[config.mk]
export PLATFORM = sky130hd
export DESIGN_NAME = vend_dispense_controller
export DESIGN_NICKNAME = d
export VERILOG_FILES = /design/src/rtl/vend_dispense_controller.sv
export SDC_FILE = /design/constraint.sdc
export NUM_CORES = 1
export LEC_CHECK = 0
export CORE_MARGIN = 4
export CORE_UTILIZATION = 61
export DETAILED_ROUTE_END_ITERATION = 7
export DONT_BUFFER_PORTS = 1
export HOLD_SLACK_MARGIN = 0.08
export PLACE_DENSITY_LB_ADDON = 0.05
export SYNTH_ARGS = -nofsm -noshare
export SYNTH_HDL_FRONTEND = slang
export SYNTH_SLANG_ARGS = --single-unit
[constraint.sdc]
create_clock -name clk -period 3.57 [get_ports clk]
set_input_delay 0.357 -clock clk [delete_from_list [all_inputs] [get_ports clk]]
set_output_delay 0.357 -clock clk [all_outputs]
set_load 0.02 [all_outputs]
[src/rtl/vend_dispense_controller.sv]
// Vending dispense controller: coin credit, product dispense and change
// payout handshakes, with a sticky timeout fault. All outputs are registered.
module vend_dispense_controller #(
  parameter int PRICE_A     = 15,
  parameter int PRICE_B     = 20,
  parameter int MAX_CREDIT  = 35,
  parameter int ACK_TIMEOUT = 15
) (
  input  logic       clk,
  input  logic       rst,
  input  logic [1:0] coin,
  input  logic [1:0] sel,
  output logic       disp_req,
  output logic       disp_id,
  input  logic       disp_ack,
  output logic       chg_req,
  output logic       chg_coin,
  input  logic       chg_ack,
  output logic       coin_reject,
  output logic [5:0] credit,
  output logic       busy,
  output logic       fault
);

  localparam logic [2:0] S_IDLE     = 3'd0;
  localparam logic [2:0] S_CREDIT   = 3'd1;
  localparam logic [2:0] S_DISPENSE = 3'd2;
  localparam logic [2:0] S_CHANGE   = 3'd3;
  localparam logic [2:0] S_FAULT    = 3'd4;

  localparam int         CW      = $clog2(ACK_TIMEOUT + 1);
  localparam logic [5:0] P_A     = 6'(PRICE_A);
  localparam logic [5:0] P_B     = 6'(PRICE_B);
  localparam logic [6:0] MAX_C   = 7'(MAX_CREDIT);
  localparam logic [CW-1:0] CNT_LAST = CW'(ACK_TIMEOUT - 1);

  logic [2:0]    r_state;
  logic [5:0]    r_credit;
  logic          r_disp_req;
  logic          r_disp_id;
  logic          r_chg_req;
  logic          r_chg_coin;
  logic          r_coin_reject;
  logic          r_busy;
  logic          r_fault;
  logic [CW-1:0] r_wait_cnt;

  logic [2:0]    w_state;
  logic [5:0]    w_credit;
  logic          w_disp_req;
  logic          w_disp_id;
  logic          w_chg_req;
  logic          w_chg_coin;
  logic          w_coin_reject;
  logic          w_busy;
  logic          w_fault;
  logic [CW-1:0] w_wait_cnt;
  logic [5:0]    w_coin_val;
  logic [6:0]    w_sum;
  logic [5:0]    w_chg_val;

  // Decode the inserted coin value and the tentative new credit.
  always_comb begin
    w_coin_val = 6'd0;
    case (coin)
      2'b01:   w_coin_val = 6'd5;
      2'b10:   w_coin_val = 6'd10;
      default: w_coin_val = 6'd0;
    endcase
    w_sum     = {1'b0, r_credit} + {1'b0, w_coin_val};
    w_chg_val = r_chg_coin ? 6'd10 : 6'd5;
  end

  // Next-state and next-output logic for the controller FSM.
  always_comb begin
    w_state       = r_state;
    w_credit      = r_credit;
    w_disp_req    = r_disp_req;
    w_disp_id     = r_disp_id;
    w_chg_req     = r_chg_req;
    w_chg_coin    = r_chg_coin;
    w_coin_reject = 1'b0;
    w_fault       = r_fault;
    w_wait_cnt    = r_wait_cnt;
    case (r_state)
      S_IDLE, S_CREDIT: begin
        // A coin is only accepted when no selection competes with it.
        w_coin_reject = (coin != 2'b00) &&
                        ((sel != 2'b00) || (coin == 2'b11) || (w_sum > MAX_C));
        if ((sel == 2'b01) && (r_credit >= P_A)) begin
          w_credit   = r_credit - P_A;
          w_disp_id  = 1'b0;
          w_disp_req = 1'b1;
          w_wait_cnt = '0;
          w_state    = S_DISPENSE;
        end else if ((sel == 2'b10) && (r_credit >= P_B)) begin
          w_credit   = r_credit - P_B;
          w_disp_id  = 1'b1;
          w_disp_req = 1'b1;
          w_wait_cnt = '0;
          w_state    = S_DISPENSE;
        end else if ((sel == 2'b11) && (r_credit != 6'd0)) begin
          w_chg_req  = 1'b1;
          w_chg_coin = (r_credit >= 6'd10);
          w_wait_cnt = '0;
          w_state    = S_CHANGE;
        end else if ((sel == 2'b00) && (w_coin_val != 6'd0) && (w_sum <= MAX_C)) begin
          w_credit = w_sum[5:0];
          w_state  = S_CREDIT;
        end else begin
          w_state = r_state;
        end
      end
      S_DISPENSE: begin
        w_coin_reject = (coin != 2'b00);
        if (disp_ack) begin
          w_disp_req = 1'b0;
          if (r_credit != 6'd0) begin
            w_chg_req  = 1'b1;
            w_chg_coin = (r_credit >= 6'd10);
            w_wait_cnt = '0;
            w_state    = S_CHANGE;
          end else begin
            w_state = S_IDLE;
          end
        end else if (r_wait_cnt == CNT_LAST) begin
          w_disp_req = 1'b0;
          w_fault    = 1'b1;
          w_state    = S_FAULT;
        end else begin
          w_wait_cnt = r_wait_cnt + CW'(1);
        end
      end
      S_CHANGE: begin
        w_coin_reject = (coin != 2'b00);
        if (r_chg_req) begin
          if (chg_ack) begin
            // Drop the request for one cycle between paid coins.
            w_chg_req = 1'b0;
            w_credit  = r_credit - w_chg_val;
            if (r_credit == w_chg_val) begin
              w_state = S_IDLE;
            end else begin
              w_state = S_CHANGE;
            end
          end else if (r_wait_cnt == CNT_LAST) begin
            w_chg_req = 1'b0;
            w_fault   = 1'b1;
            w_state   = S_FAULT;
          end else begin
            w_wait_cnt = r_wait_cnt + CW'(1);
          end
        end else begin
          w_chg_req  = 1'b1;
          w_chg_coin = (r_credit >= 6'd10);
          w_wait_cnt = '0;
        end
      end
      S_FAULT: begin
        w_coin_reject = (coin != 2'b00);
        w_disp_req    = 1'b0;
        w_chg_req     = 1'b0;
        w_fault       = 1'b1;
      end
      default: begin
        w_state    = S_IDLE;
        w_credit   = 6'd0;
        w_disp_req = 1'b0;
        w_chg_req  = 1'b0;
      end
    endcase
    w_busy = (w_state == S_DISPENSE) || (w_state == S_CHANGE) || (w_state == S_FAULT);
  end

  // State and output registers with synchronous reset.
  always_ff @(posedge clk) begin
    if (rst) begin
      r_state       <= S_IDLE;
      r_credit      <= 6'd0;
      r_disp_req    <= 1'b0;
      r_disp_id     <= 1'b0;
      r_chg_req     <= 1'b0;
      r_chg_coin    <= 1'b0;
      r_coin_reject <= 1'b0;
      r_busy        <= 1'b0;
      r_fault       <= 1'b0;
      r_wait_cnt    <= '0;
    end else begin
      r_state       <= w_state;
      r_credit      <= w_credit;
      r_disp_req    <= w_disp_req;
      r_disp_id     <= w_disp_id;
      r_chg_req     <= w_chg_req;
      r_chg_coin    <= w_chg_coin;
      r_coin_reject <= w_coin_reject;
      r_busy        <= w_busy;
      r_fault       <= w_fault;
      r_wait_cnt    <= w_wait_cnt;
    end
  end

  assign disp_req    = r_disp_req;
  assign disp_id     = r_disp_id;
  assign chg_req     = r_chg_req;
  assign chg_coin    = r_chg_coin;
  assign coin_reject = r_coin_reject;
  assign credit      = r_credit;
  assign busy        = r_busy;
  assign fault       = r_fault;

endmodule

==> run summary <==
Iteration-0 DRC Markers -> 159
Unrepaired setup endpoints after global routing -> no
Share of the yosys chip area belonging to registers -> 18.5%
Leakage dissipation -> 0.000847 uW
Post-Syn Nets -> 292
Max VDD drop -> 424 uV
Clk pwr share -> 6.9%
# H-tree levels -> 1
GPL Wtd Cong -> 0.854
F_max -> 364 MHz
Worst Path Arrival -> 2.94 ns
CTS Buf Count -> 3
Yosys reg bits -> 20
Setup_tns -> 0 ns
DRC viols -> 0
CP Launch Point -> credit[1]$_SDFFE_PP0P_
Setup bufs post-CTS -> 0
P per Cell Area -> 710 nW/um^2
Nets@finish -> 288
First-pass GRT wire length -> 9270 um
CTS tree -> built
Die H -> 67.5 um
Worst Skew -> 0.0157 ns
Crit path time final -> 2.74 ns
Final HPWL DP -> 4260 um
Pin slew with the least headroom to its limit -> 0.673 ns
Register share of total power -> 27.8%
# diodes -> 0
# Max-Cap Violations -> 0
Remaining global-route overflow -> 0
Period utilization -> 76.9%
CTS sink count -> 20
CTS Buffer Depth -> 2
Synth unique cells -> 72
Count leader, synth -> nor2_1
Final setup fails -> 0
Fraction of layout cells with a size suffix above 1 -> 12.5%
Fraction of registers with async set/reset -> 0%
Critical path type -> reg2reg
DR WL/cell -> 18.4 um
Clk_lat worst skew -> 0.30 ns
Worst r2r src -> credit[1]$_SDFFE_PP0P_
Post-CTS Resized -> 0
Combinational Power Share -> 65.3%
Routed WL -> 5570 um
Commonest cells post-synth -> nor2_1 (23), a21oi_1 (21), dfxtp_1 (20), ha_1 (20)
IO Pins -> 21
First-pass iteration count of the detailed router -> 4
Syn. warnings -> 0
Required time of the critical path -> 3.76 ns
Area leader, netlist -> dfxtp_1
Dpl cells -> 299
Pin count of the biggest net entering global routing -> 21
Cell-internal power -> 748 uW
Post-synth EDFFs -> 0
Max-slew violation count -> 0
Post-Layout Cell Count -> 303
Total number of vias -> 2011
Worst hold start -> rst
Synth area leaders -> dfxtp_1 (19%), ha_1 (12%), a21oi_1 (4.9%)
Die width -> 67.5 um
HP Class -> in2reg
Placed inst area -> 2170 sq um
I/O Buffers -> 0
Clock transition at the registers of the reported paths -> 0.12 ns
Vias/cell -> 6.64
CTS root buffer -> clkbuf_4
Switch share -> 52.2%
Outcome -> completed
Fin util -> 65.0%
Vias in the first global route -> 1911
Synth top area share -> 18.5%
Crit-path max FO -> 10
Final Hold Violating Endpoints -> 0
Synth Instances -> 263
Slew headroom -> 54.0%
CP endpoint kind -> flop
Total core area -> 3390 sq um
Top_reg_cell synth -> dfxtp_1
Avg Cell Area, Syn -> 8.21 sq um
All-Layer GR Usage -> 26.8%
Layout area overhead -> 2.03%
CP Launch Type -> flop
Num rows -> 21
Final instance area -> 2200 sq um
Initial core utilization -> 63.7%
Cell Area, Synth -> 2160 sq um
Antenna violations before repair -> 0
Post-route ant nets -> 0
Die area -> 4560 sq um
NetSw -> 817 uW
path summary, 6_finish.rpt:
kind	end	slack [ns]	depth (start not counted)
setup reg to reg	credit[4]$_SDFFE_PP0P_	0.83	8
setup / recovery	credit[4]$_SDFFE_PP0P_	0.83	8
hold reg to reg	r_wait_cnt[1]$_SDFFE_PP0P_	0.50	2
hold / removal	chg_coin$_SDFFE_PP0P_	0.10	1
logic make-up (layout without fill, tap and decap cells):
| kind of cell | count (synthesis) | count (layout) | synth area share [%] |
|---|---|---|---|
| adders and majority gates | 21 | 21 | 12.5 |
| AOI/OAI and AO/OA | 86 | 86 | 30.1 |
| xor gates and xnor gates | 8 | 8 | 3.59 |
| and+or+nand+nor | 99 | 99 | 28.6 |
| buffers and inverters | 28 | 22 | 6.14 |
| DFF | 20 | 20 | 18.5 |
| muxes | 1 | 1 | 0.464 |
through the flow:
stage	hold slack (ns)	power [uW]	setup WS, ns
floorplan	0.461	1240	1.08
global placement	0.428	1440	0.948
detailed placement	0.427	1440	0.865
CTS	0.0894	1560	0.901
global route	0.0830	1700	0.704
finish	0.100	1560	0.825
flip-flops by register name (all words and copies together), names as in the netlist:
name / count
disp_req: 1
credit: 6
chg_coin: 1
fault: 1
coin_reject: 1
r_wait_cnt: 4
busy: 1
chg_req: 1
r_state: 3
disp_id: 1
repair_timing:
action	in CTS	in global routing
hold buffers	0	1
endpoints found under the hold margin	0	2
endpoints found under the setup margin	0	0
area by class of cell:
class                           count  area [sq um]
Timing Repair Buffer                6          47.5
Clock buffer                        3          22.5
Tap cell                           46          57.6
Multi-Input combinational cell    215          1630
Inverter                           13          48.8
Sequential cell                    20           400
Fill cell                         302          1190
worst max-delay path, cell delays in order, from the launching register on:
cell     delay, ns
dfxtp_1       0.68
ha_1          0.33
nand2_1       0.14
a21oi_2       0.48
o31a_1        0.30
a31oi_4       0.06
a31oi_4       0.27
o21ai_1       0.11
a32o_1        0.26
metal layers:
layer / share of wire [%] / vias up / GRT usage, % / wire (um)
met5: 0 / - / 0 / 0
met3: 6.7 / 14 / 3.83 / 372
met2: 47 / 79 / 43.3 / 2600
met4: 2.7 / 0 / 10.9 / 148
li1: - / 967 / - / -
met1: 44 / 951 / 35.5 / 2450
power by group through the flow:
stage	clock, uW	combinational (uW)	sequential [uW]
after detailed placement	0	1000	438
after CTS	113	1010	432
final	108	1020	435
after global placement	0	1000	436
after global routing	125	1130	449
after floorplan	0	859	376
placed cells by master (no fill, tap or decap), drive strengths merged, types with 3 or more instances in the layout:
master / count
a311oi: 3
nor2b: 8
inv: 13
nand2b: 7
nor2: 24
nand3: 6
o21ai: 16
o211ai: 3
nor3: 11
dfxtp: 20
a221oi: 3
xnor2: 5
a211oi: 5
buf: 5
and2: 3
clkbuf: 3
nor4b: 3
and3: 4
ha: 20
nand4b: 3
o31ai: 4
nand3b: 3
a21oi: 23
nand2: 15
a31oi: 6
xor2: 3
(Power assumes the default switching activity.)
